--- src/rtl/exc_commit_ctrl.sv ---
// Commit-stage exception initiator: prioritises the committing instruction's exception flags and
// any pending interrupt, strobes CP0, flushes the pipeline and hands a redirect PC to fetch.
module exc_commit_ctrl #(
  parameter logic [31:0] EXC_VECTOR   = 32'hBFC00380,
  parameter int          FLUSH_CYCLES = 2
) (
  input  logic        clk,
  input  logic        rst,
  input  logic        commit_valid,
  output logic        commit_ready,
  input  logic [31:0] commit_pc,
  input  logic        commit_is_br,
  input  logic        commit_if_adel,
  input  logic        commit_ri,
  input  logic        commit_sys,
  input  logic        commit_bp,
  input  logic        commit_ov,
  input  logic        commit_mem_adel,
  input  logic        commit_mem_ades,
  input  logic [31:0] commit_vaddr,
  input  logic        commit_eret,
  output logic        commit_kill,
  input  logic        int_happen,
  input  logic [31:0] epc_in,
  output logic [6:0]  exc_type,
  output logic [31:0] exc_pc,
  output logic        exc_is_slot,
  output logic [31:0] exc_bad_vaddr,
  output logic        eret_o,
  output logic        flush_o,
  output logic        redir_valid,
  input  logic        redir_ready,
  output logic [31:0] redir_pc
);

  localparam int CNT_W = (FLUSH_CYCLES > 1) ? $clog2(FLUSH_CYCLES) : 1;
  localparam logic [CNT_W-1:0] CNT_LOAD = CNT_W'(FLUSH_CYCLES - 1);
  localparam logic [CNT_W-1:0] CNT_ONE  = CNT_W'(1);
  localparam logic [CNT_W-1:0] CNT_ZERO = CNT_W'(0);

  // exc_type bit positions: {int, adel, ades, sys, bp, ri, ov}
  localparam logic [6:0] EXC_NONE = 7'b0000000;
  localparam logic [6:0] EXC_INT  = 7'b1000000;
  localparam logic [6:0] EXC_ADEL = 7'b0100000;
  localparam logic [6:0] EXC_ADES = 7'b0010000;
  localparam logic [6:0] EXC_SYS  = 7'b0001000;
  localparam logic [6:0] EXC_BP   = 7'b0000100;
  localparam logic [6:0] EXC_RI   = 7'b0000010;
  localparam logic [6:0] EXC_OV   = 7'b0000001;

  typedef enum logic [1:0] {
    IDLE     = 2'd0,
    FLUSH    = 2'd1,
    REDIRECT = 2'd2
  } state_t;

  state_t            state_r;
  logic [CNT_W-1:0]  flush_cnt_r;
  logic              slot_r;
  logic [31:0]       redir_pc_r;
  logic              commit_ready_r;
  logic              flush_r;
  logic              redir_valid_r;

  logic              fire_s;
  logic [6:0]        cause_s;
  logic              trap_s;
  logic              eret_fire_s;

  // Highest-priority cause wins; instruction-fetch and load address errors share the adel bit.
  function automatic logic [6:0] pick_cause(
    input logic irq, input logic if_adel, input logic ri, input logic sys,
    input logic bp, input logic ov, input logic mem_adel, input logic mem_ades
  );
    logic [6:0] c;
    if (irq)           c = EXC_INT;
    else if (if_adel)  c = EXC_ADEL;
    else if (ri)       c = EXC_RI;
    else if (sys)      c = EXC_SYS;
    else if (bp)       c = EXC_BP;
    else if (ov)       c = EXC_OV;
    else if (mem_adel) c = EXC_ADEL;
    else if (mem_ades) c = EXC_ADES;
    else               c = EXC_NONE;
    return c;
  endfunction

  // Firing-cycle decode: cause selection, trap/eret qualification and CP0 strobes.
  always_comb begin
    fire_s        = 1'b0;
    cause_s       = EXC_NONE;
    trap_s        = 1'b0;
    eret_fire_s   = 1'b0;
    exc_type      = EXC_NONE;
    exc_pc        = 32'h0000_0000;
    exc_is_slot   = 1'b0;
    exc_bad_vaddr = 32'h0000_0000;
    commit_kill   = 1'b0;
    eret_o        = 1'b0;

    fire_s  = (state_r == IDLE) && commit_valid && !rst;
    cause_s = pick_cause(int_happen, commit_if_adel, commit_ri, commit_sys,
                         commit_bp, commit_ov, commit_mem_adel, commit_mem_ades);

    if (fire_s) begin
      trap_s      = (cause_s != EXC_NONE);
      eret_fire_s = commit_eret && (cause_s == EXC_NONE);
      exc_type    = cause_s;
      exc_pc      = commit_pc;
      exc_is_slot = slot_r;
      commit_kill = trap_s;
      eret_o      = eret_fire_s;
    end else begin
      trap_s      = 1'b0;
      eret_fire_s = 1'b0;
    end

    // Only an adel reached via the fetch flag reports the PC; everything else on adel/ades is data.
    if (trap_s && (cause_s == EXC_ADEL) && commit_if_adel) begin
      exc_bad_vaddr = commit_pc;
    end else if (trap_s && ((cause_s == EXC_ADEL) || (cause_s == EXC_ADES))) begin
      exc_bad_vaddr = commit_vaddr;
    end else begin
      exc_bad_vaddr = 32'h0000_0000;
    end
  end

  // Sequencer: IDLE -> FLUSH -> REDIRECT -> IDLE with registered handshake/flush outputs.
  always_ff @(posedge clk) begin
    if (rst) begin
      state_r        <= IDLE;
      flush_cnt_r    <= CNT_ZERO;
      slot_r         <= 1'b0;
      redir_pc_r     <= 32'h0000_0000;
      commit_ready_r <= 1'b1;
      flush_r        <= 1'b0;
      redir_valid_r  <= 1'b0;
    end else begin
      case (state_r)
        IDLE: begin
          if (trap_s || eret_fire_s) begin
            state_r        <= FLUSH;
            flush_cnt_r    <= CNT_LOAD;
            slot_r         <= 1'b0;
            redir_pc_r     <= trap_s ? EXC_VECTOR : epc_in;
            commit_ready_r <= 1'b0;
            flush_r        <= 1'b1;
          end else if (fire_s) begin
            slot_r <= commit_is_br;
          end else begin
            slot_r <= slot_r;
          end
        end
        FLUSH: begin
          slot_r <= 1'b0;
          if (flush_cnt_r == CNT_ZERO) begin
            state_r       <= REDIRECT;
            flush_r       <= 1'b0;
            redir_valid_r <= 1'b1;
          end else begin
            flush_cnt_r <= flush_cnt_r - CNT_ONE;
          end
        end
        REDIRECT: begin
          if (redir_ready) begin
            state_r        <= IDLE;
            redir_valid_r  <= 1'b0;
            commit_ready_r <= 1'b1;
          end else begin
            state_r <= REDIRECT;
          end
        end
        default: begin
          state_r        <= IDLE;
          flush_cnt_r    <= CNT_ZERO;
          slot_r         <= 1'b0;
          commit_ready_r <= 1'b1;
          flush_r        <= 1'b0;
          redir_valid_r  <= 1'b0;
        end
      endcase
    end
  end

  assign commit_ready = commit_ready_r;
  assign flush_o      = flush_r;
  assign redir_valid  = redir_valid_r;
  assign redir_pc     = redir_pc_r;

endmodule

--- config.mk ---
export PLATFORM = sky130hd
export DESIGN_NAME = exc_commit_ctrl
export DESIGN_NICKNAME = d
export VERILOG_FILES = /design/src/rtl/exc_commit_ctrl.sv
export SDC_FILE = /design/constraint.sdc
export NUM_CORES = 1
export LEC_CHECK = 0
export CAP_MARGIN = 5
export CORE_MARGIN = 2
export CORE_UTILIZATION = 33
export DETAILED_ROUTE_END_ITERATION = 6
export PLACE_DENSITY = 0.89
export SLEW_MARGIN = 20
export SYNTH_ARGS = -nofsm -noshare
export SYNTH_HDL_FRONTEND = slang
export SYNTH_SLANG_ARGS = --single-unit
export TNS_END_PERCENT = 50
--- constraint.sdc ---
create_clock -name clk -period 4.85 [get_ports clk]
set_input_delay 0.97 -clock clk [delete_from_list [all_inputs] [get_ports clk]]
set_output_delay 0.97 -clock clk [all_outputs]
set_load 0.005 [all_outputs]
==> results of run 1 <==
per-stage QoR:
step	hold WS, ns	worst slack, ns	cell area, um^2	instances
2_1_floorplan	0.4492	1.876	2301	290
3_3_place_gp	0.4435	0.5170	4482	572
3_5_place_dp	0.4487	0.6634	4489	572
4_1_cts	0.4591	0.6554	4622	580
5_1_grt	0.4759	0.5753	4622	580
6_report	0.4570	0.6697	4622	580
Yosys cell counts, drive strengths merged, types with 2 or more instances:
master | count | share of area, %
clkbuf | 9 | 1.5
a31o | 2 | 1.1
nor4 | 3 | 0.82
inv | 3 | 0.49
a21oi | 25 | 5.4
and3 | 2 | 0.54
nor4b | 2 | 1.0
buf | 13 | 5.1
mux2i | 44 | 19
nand2 | 42 | 6.9
nor2 | 44 | 7.3
dfxtp | 39 | 34
nand2b | 3 | 0.92
and2 | 35 | 9.5
o21ai | 16 | 3.6
area by class of cell:
cell class                      count  share of cell area, %
Clock buffer                        6                  1.570
Clock inverter                      2                  1.299
Inverter                            3                 0.2436
Multi-Input combinational cell    226                  29.75
Sequential cell                    39                  16.89
Tap cell                           80                  2.166
Timing Repair Buffer              224                  48.08
cells by family after synthesis:
group	share of synthesized area [%]
AND/OR/NAND/NOR	28.66
AO/OA/AOI/OAI	11.26
multiplexers	19.14
flip-flops	33.93
buffers and inverters	7.014
state kept, by name, summed over array words and instances (netlist names):
name and cells:
redir_pc 32, flush_cnt_r 1, flush_o 1, commit_ready 1, state_r 2, slot_r 1
redir_valid 1
worst max-delay path, cell delays in order:
cell	delay, ns
clkdlybuf4s50_1	0.45
or4_1	0.57
nor2_1	0.21
o21ai_4	0.25
nor2_1	0.23
clkdlybuf4s50_1	0.52
layer usage:
metal	vias to the layer above	share of wire (%)	global-route usage, %
li1	1385	-	-
met3	17	8.6	6.730
met2	119	54	41.74
met1	1267	35	20.68
met4	0	2.6	7.273
met5	-	0	0
cell usage in the layout (no fill, tap or decap):
cell             netlist  final
o21ai_0                6      6
nor2_1                43     43
dfxtp_1               39     39
and2_1                35     35
a21oi_1               25     25
or4_1                  1      1
mux2i_1               44     44
nor3_1                 1      1
nor4_1                 3      3
or4b_4                 1      1
nand3_1                1      1
and3_1                 2      2
nor4b_4                0      1
nor2_2                 1      1
buf_2                  3      1
clkdlybuf4s50_1        0    217
nor3b_1                1      1
o32ai_1                1      1
clkbuf_8               0      5
o21ai_4                0      1
a31o_4                 1      1
a31o_2                 1      1
o21ai_1                9      9
nand2_1               42     42
nand2b_1               2      2
o21a_1                 1      1
inv_1                  3      3
bufinv_16              0      2
nor4b_1                1      1
nand2b_2               1      1
clkbuf_1               9      1
buf_4                  2      6
a21o_1                 1      1
power breakdown:
part	internal, mW	switching (mW)	leakage [nW]
combinational	0.186	0.0989	1.37
clock	0.206	0.106	0.0654
sequential	0.344	0.0144	0.320
total	0.736	0.219	1.76
worst paths after layout:
path	slack [ns]	from	to
setup / recovery	0.67	commit_bp	exc_bad_vaddr[0]
hold / removal	0.46	redir_pc[20]$_SDFFE_PP0P_	redir_pc[20]$_SDFFE_PP0P_
setup reg to reg	2.42	state_r[1]$_SDFFE_PP0P_	redir_pc[3]$_SDFFE_PP0P_
hold reg to reg	0.46	redir_pc[20]$_SDFFE_PP0P_	redir_pc[20]$_SDFFE_PP0P_
==> results.rst, run 1 <==
.. list-table::
   :header-rows: 1

   * - Metric
     - Value
   * - Run status
     - completed
   * - Number of fillers in the final layout
     - 547
   * - Die area
     - 7656 um^2
   * - Number of nets in the synthesized netlist
     - 400
   * - Fin nets
     - 609
   * - Number of enable flip-flop cells after synthesis
     - 0
   * - Post-synthesis instance area
     - 2301 um^2
   * - Standby leakage power
     - 1.760 nW
   * - Starting density of the core
     - 34.06%
   * - Die boundary width
     - 87.50 um
   * - Number of H-tree branching levels
     - 2
   * - Detailed Routing Iterations Pass 1
     - 4
   * - Worst hold path stage count
     - 2
   * - Drt first-iter violations
     - 87
   * - Max Slew Vio Count
     - 0
   * - Final design utilization
     - 68.41%
   * - Count of unique library cells instantiated by Yosys
     - 33
   * - Fraction of final layout cells sized beyond drive strength 1
     - 4.200%
   * - Register area
     - 780.7 um^2
   * - Clock insertion delay at the later pin of the skew report
     - 0.28 ns
   * - Worst path arrival time
     - 3.21 ns
   * - Number of vias in the routed layout
     - 2788
   * - Highest fanout seen on the critical path
     - 32
   * - Clock transition at path regs
     - 0.07 ns
   * - Asr flop ratio synth
     - 0%
   * - Critical Path RT
     - 3.88 ns
   * - Final number of hold-violating endpoints
     - 0
   * - Max Root-Sink Buffers
     - 2
   * - Global route total overflow
     - 0
   * - YS warnings
     - 0
   * - Maximum number of pins on one net before global-route repair
     - 33
   * - Cell area power density
     - 206.7 nW/um^2
   * - Number of global-route vias before repair
     - 2711
   * - Syn Area/Cell
     - 7.934 um^2
   * - Cell chosen for the clock root
     - clkbuf_8
   * - Startpoint Class
     - input port
   * - Overall track demand over capacity in global routing
     - 21.28%
   * - Area growth, synth to finish
     - 100.9%
   * - Setup Total Neg Slack
     - 0 ns
   * - Die H
     - 87.50 um
   * - Final clock period utilization by the worst path
     - 86.19%
   * - Post-detailed-route wirelength per cell
     - 15.18 um
   * - Number of top-level pins
     - 219
   * - RSZ-0062 raised after global routing
     - false
   * - Number of placement rows
     - 30
   * - Per-cell via count in the routed design
     - 4.807
   * - Antenna Diode Count
     - 0
   * - Synth Instances
     - 290
   * - Max-cap violation count
     - 0
   * - Startpoint-to-endpoint class of the critical path
     - input port to primary output
   * - Detail Placement HPWL
     - 7339 um
   * - Sequential share of the synthesized area
     - 33.93%
   * - TritonCTS buffer count
     - 5
   * - Global placement routability congestion
     - 0.8493
   * - Ys flop type
     - dfxtp_1
   * - Tightest Pin Transition
     - 1.039 ns
   * - Total Power
     - 0.9553 mW
   * - Number of cells upsized or downsized after cts
     - 0
   * - Clock period minus final worst setup slack
     - 4.180 ns
   * - DRC errors left
     - 0
   * - Highest clock rate
     - 239.2 MHz
   * - CTS tree
     - built
   * - Tightest Hold Check Type
     - register to register
   * - Total of hold buffers inserted after clock tree synthesis
     - 0
   * - Port buffer count
     - 218
   * - Worst Setup End Kind
     - primary output
   * - Fin Clk Skew
     - 0.001838 ns
   * - Slew margin rel.
     - 30.71%
   * - IR Drop Worst-Case VDD
     - 133.3 uV
   * - Number of synthesized register bits
     - 39
   * - Worst-case reg-to-reg path depth
     - 6
   * - Setup Fix Bufs, Post-CTS
     - 0
   * - Core region area
     - 6756 um^2
   * - Setup violators final
     - 0
   * - Detail Route Antenna Nets
     - 0
   * - Number of clock sinks
     - 39
   * - Area of combinational cells with multiple inputs
     - 1375 um^2
   * - DRT Wirelength
     - 8807 um
   * - Antenna violations before repair
     - 0
   * - Global-route wire length before repair
     - 12880 um
(Power assumes the default switching activity.)
==> run 2: changes to the inputs <==
--- a/config.mk
+++ b/config.mk
@@ -10,6 +10,7 @@
 export CORE_UTILIZATION = 33
 export DETAILED_ROUTE_END_ITERATION = 6
 export PLACE_DENSITY = 0.89
+export SETUP_SLACK_MARGIN = 0.5
 export SLEW_MARGIN = 20
 export SYNTH_ARGS = -nofsm -noshare
 export SYNTH_HDL_FRONTEND = slang
==> results of run 2 <==
The final DEF is identical to that of run 1; final timing and power are the same.
